==> src/rtl/eq_serial_ctrl.sv <==
// Serial equality comparator: walks two WIDTH-bit operands one 2-bit digit per cycle through a single eq2 cell.
// Optional EQ_SERIAL_EARLY_EXIT_EN ends the compare on the first differing digit (same results, shorter latency).

module eq2 (
  input  logic [1:0] a,
  input  logic [1:0] b,
  output logic       aeqb
);
  assign aeqb = (a == b);
endmodule

module eq_serial_ctrl #(
  parameter  int WIDTH  = 8,
  localparam int DIGITS = WIDTH / 2
) (
  input  logic                      clk,
  input  logic                      reset,
  input  logic                      start,
  input  logic [WIDTH-1:0]          a,
  input  logic [WIDTH-1:0]          b,
  output logic                      ready,
  output logic                      busy,
  output logic                      done,
  output logic                      aeqb,
  output logic [$clog2(DIGITS)-1:0] mismatch_idx
);
  localparam int IW = $clog2(DIGITS);

  localparam logic [1:0] S_IDLE = 2'd0;
  localparam logic [1:0] S_CMP  = 2'd1;
  localparam logic [1:0] S_DONE = 2'd2;

  logic [1:0]       state;
  logic [WIDTH-1:0] sa;
  logic [WIDTH-1:0] sb;
  logic [IW-1:0]    idx;
  logic [IW-1:0]    first_idx;
  logic             flag;
  logic             aeqb_q;
  logic [IW-1:0]    midx_q;
  logic             digit_eq;
  logic             hit;
  logic             last;
  logic             leave;

  eq2 u_eq2 (
    .a    (sa[1:0]),
    .b    (sb[1:0]),
    .aeqb (digit_eq)
  );

  assign hit  = ~digit_eq;
  assign last = (idx == IW'(DIGITS - 1));

`ifdef EQ_SERIAL_EARLY_EXIT_EN
  assign leave = last | hit;
`else
  assign leave = last;
`endif

  always_ff @(posedge clk) begin
    if (reset) begin
      state     <= S_IDLE;
      sa        <= '0;
      sb        <= '0;
      idx       <= '0;
      first_idx <= '0;
      flag      <= 1'b0;
      aeqb_q    <= 1'b0;
      midx_q    <= '0;
    end else begin
      case (state)
        S_IDLE: begin
          if (start) begin
            sa        <= a;
            sb        <= b;
            idx       <= '0;
            first_idx <= '0;
            flag      <= 1'b0;
            state     <= S_CMP;
          end
        end
        S_CMP: begin
          sa  <= sa >> 2;
          sb  <= sb >> 2;
          idx <= idx + 1'b1;
          if (hit && !flag) begin
            flag      <= 1'b1;
            first_idx <= idx;
          end
          if (leave) begin
            state  <= S_DONE;
            // Fold in this cycle's compare, since flag/first_idx only land next edge.
            aeqb_q <= ~(flag | hit);
            midx_q <= flag ? first_idx : (hit ? idx : '0);
          end
        end
        S_DONE: state <= S_IDLE;
        default: state <= S_IDLE;
      endcase
    end
  end

  assign ready        = (state == S_IDLE);
  assign busy         = (state == S_CMP);
  assign done         = (state == S_DONE);
  assign aeqb         = aeqb_q;
  assign mismatch_idx = midx_q;

endmodule

==> config.mk <==
export PLATFORM = sky130hd
export DESIGN_NAME = eq_serial_ctrl
export DESIGN_NICKNAME = d
export VERILOG_FILES = /design/src/rtl/eq_serial_ctrl.sv
export SDC_FILE = /design/constraint.sdc
export NUM_CORES = 1
export LEC_CHECK = 0
export ABC_AREA = 1
export BUFFER_PORTS_ARGS = -buffer_cell sky130_fd_sc_hd__buf_4
export CORE_UTILIZATION = 51
export DETAILED_ROUTE_END_ITERATION = 7
export PLACE_DENSITY_LB_ADDON = 0.08
export SLEW_MARGIN = 20
export SYNTH_ARGS = -nofsm -noshare
export SYNTH_HDL_FRONTEND = slang
export SYNTH_SLANG_ARGS = --single-unit
==> constraint.sdc <==
create_clock -name clk -period 1.55 [get_ports clk]
set_input_delay 0.31 -clock clk [delete_from_list [all_inputs] [get_ports clk]]
set_output_delay 0.31 -clock clk [all_outputs]
set_load 0.03 [all_outputs]
==> results.py <==
metrics = {
    "run_status": {
        "outcome": "completed",
    },
    "drt": {
        "vias_per_cell": 5.53,
        "drt_pass1_iterations": 4,
        "via_count": 1028,
        "antenna_left": 0,
        "drc": 0,
        "wl_mm": 2.39,
        "drt_iter0_markers": 23,
        "wl_per_cell_um": 12.8,
    },
    "synth": {
        "synth_top_family_by_area": "compound AO/OA/AOI/OAI gates",
        "synth_enable_flop_cells": 0,
        "yosysTopAreaCellShare_pct": 46.8,
        "seq_area_frac_synth_pct": 46.8,
        "syn_nets": 154,
        "synth.area.mux_share_pct": 0,
        "yosys_warnings": 0,
        "yosysUniqueCellTypes": 20,
        "netlist_instances": 134,
        "synth_area_leaders": "dfxtp_1, a21oi_1, o22ai_1, nand2_1, nand3_1",
        "synth_top_cells_by_count": "a21oi_1, dfxtp_1, nand2_1, o22ai_1, nand3_1",
        "ys_ff_latch": 26,
        "ys_async_sr_fraction_pct": 0,
        "ys.flop_type": "dfxtp_1",
        "yosysTopAreaCell": "dfxtp_1",
        "syn_avg_cell_area_um2": 8.30,
        "synth_xor_area_share_pct": 0,
        "synth_simple_gate_area_share_pct": 14.6,
        "synthAdderAreaFrac_pct": 1.12,
        "synth_area_um2": 1110,
        "synth-compound-area-share_pct": 27.8,
    },
    "cts": {
        "cts_made_buffers": 3,
        "cts_root_buf": "clkbuf_4",
        "clk_pin_slew_worst_paths_ns": 0.13,
        "tritoncts": "done",
        "cts_hold_buf": 0,
        "htree_levels": 1,
        "cts_num_sinks": 26,
        "clockBufferDepth": 2,
        "clkLatencyLatePin_ns": 0.31,
    },
    "floorplan": {
        "die_w_um": 48.7,
        "dieArea_um2": 2370,
        "core_area_um2": 2000,
        "initial_core_util_pct": 55.6,
        "row_count": 16,
        "ios": 25,
        "die_h_um": 48.7,
    },
    "place": {
        "placed_cells": 181,
        "dp_hpwl_mm": 1.64,
        "gp_congestion": 0.735,
        "io_buffers": 24,
    },
    "critical_path": {
        "path_buf_inv": 2,
        "critical_path.top_delay_family": "buffers and inverters",
        "critPathRequiredTime_ns": 1.24,
        "crit_fanout": 14,
        "path_cells": "inv_2 -> nor2_4 -> buf_4",
        "max_stage_delay_ns": 0.36,
        "cpMaxStageDelayCell": "dfxtp_2",
        "critPathCaptureType": "primary output",
        "start_kind": "register",
        "crit_type": "register to primary output",
        "crit_arrival_ns": 1.14,
    },
    "timing": {
        "finalMaxSlewViolations": 0,
        "hold_violations": 0,
        "hold_ws_ns": 0.245,
        "finalCriticalPeriod_ns": 1.45,
        "tightest_slew_ns": 0.591,
        "min_period_over_period_pct": 93.8,
        "rsz0062_at_grt": "yes",
        "final.setup_skew_ns": 0.00188,
        "slew_headroom_pct": 60.5,
        "max_freq_mhz": 688,
        "setup_violations": 0,
    },
    "global_routing": {
        "grt_pass1_vias": 963,
        "grt_pass1_wl_mm": 4.06,
        "antenna_found_initial": 0,
        "grt_use_met2_pct": 36.8,
        "grt_overflow": 0,
        "grt_max_degree": 27,
        "use_met1_pct": 28.4,
        "gr-usage-all-layers_pct": 21.8,
        "busiest_layer": "met2",
        "grt_use_met3_pct": 2.83,
    },
    "layout": {
        "fin_cells": 186,
        "drive_gt1_share_pct": 26.4,
        "post-route-util_pct": 66.1,
        "diodes": 0,
        "fin_nets": 180,
        "fillers": 185,
        "area_growth_pct": 18.9,
    },
    "power_and_ir_drop": {
        "ir_drop_mv": 0.696,
        "seq_power_share_pct": 57.7,
        "power_leakage_nw": 0.552,
        "intPower_mw": 0.950,
        "power.switching_mw": 0.338,
        "combPwrFrac_pct": 16.9,
        "finalPower_mw": 1.29,
        "powerDensity_nw_per_um2": 974,
        "p_sw_share_pct": 26.2,
        "clock_power_share_pct": 25.4,
    },
    "hold_path": {
        "min_path_type": "input pin to register",
    },
    "run": {
        "drv_cap": 0,
    },
}
[area by class of cell]
class,instances,area (um2),area share [%]
timing repair buffer,27,203,15.3
multi-input combinational,92,484,36.6
sequential,26,523,39.5
inverter,10,42.5,3.22
clock buffer,4,36.3,2.74
tap,27,33.8,2.55
[state kept, by name, indices dropped and copies added (netlist names)]
| register | flops |
|---|---|
| first_idx | 2 |
| idx | 2 |
| state | 2 |
| sa | 8 |
| aeqb | 1 |
| mismatch_idx | 2 |
| sb | 8 |
| flag | 1 |
[worst reg2reg max path, delay by kind of cell (launching register included)]
kind,cells,cell delay (ns)
AND/OR/NAND/NOR,1,0.11
AO/OA/AOI/OAI,2,0.57
buffers and inverters,2,0.28
flip-flops,1,0.38
[through the flow]
step                cell area, um2  setup TNS (ns)  setup slack, ns
finish                        1320               0           0.0957
global route                  1320         -0.0488          -0.0303
CTS                           1320               0           0.0246
detailed placement            1280               0           0.0962
global placement              1280               0            0.147
floorplan                     1110               0            0.125
[power by group through the flow]
stage	Sequential, mW	Combinational, mW	Clock (mW)
floorplan	0.749	0.155	0
global placement	0.755	0.207	0
detailed placement	0.756	0.212	0
CTS	0.742	0.217	0.341
global route	0.750	0.242	0.373
finish	0.743	0.217	0.328
[final timing paths]
kind | end | startpoint | slack, ns | depth (start not counted)
hold reg to reg | sb[6] | sb[6] | 0.49 | 2
hold / removal | state[1] | reset | 0.24 | 2
setup / recovery | busy | state[0] | 0.1 | 3
setup reg to reg | sa[6] | state[0] | 0.11 | 5
[cells in the final DEF, fill, tap and decap left out, drive strengths merged]
cell	n
a21oi	26
buf	27
clkbuf	4
dfxtp	26
ha	1
inv	10
nand2	18
nand3	10
nand4	2
nor2	6
o21ai	17
o22ai	12
[layer usage]
layer	vias to the layer above	share of wire [%]
li1	524	-
met1	481	47
met2	21	48
met3	2	4.3
met4	0	0.50
met5	-	0
[what timing repair did]
action / 4_1_cts / 5_1_grt
buffers inserted: 1 / 0
pin swaps: 1 / 0
setup endpoints to repair: 1 / 14
resized for setup: 0 / 2
[cells by family after synthesis]
group                      after synthesis
and+or+nand+nor                         36
adders and majority gates                1
DFF                                     26
buffers and inverters                   16
AOI/OAI and AO/OA                       55
(Power assumes the default switching activity.)
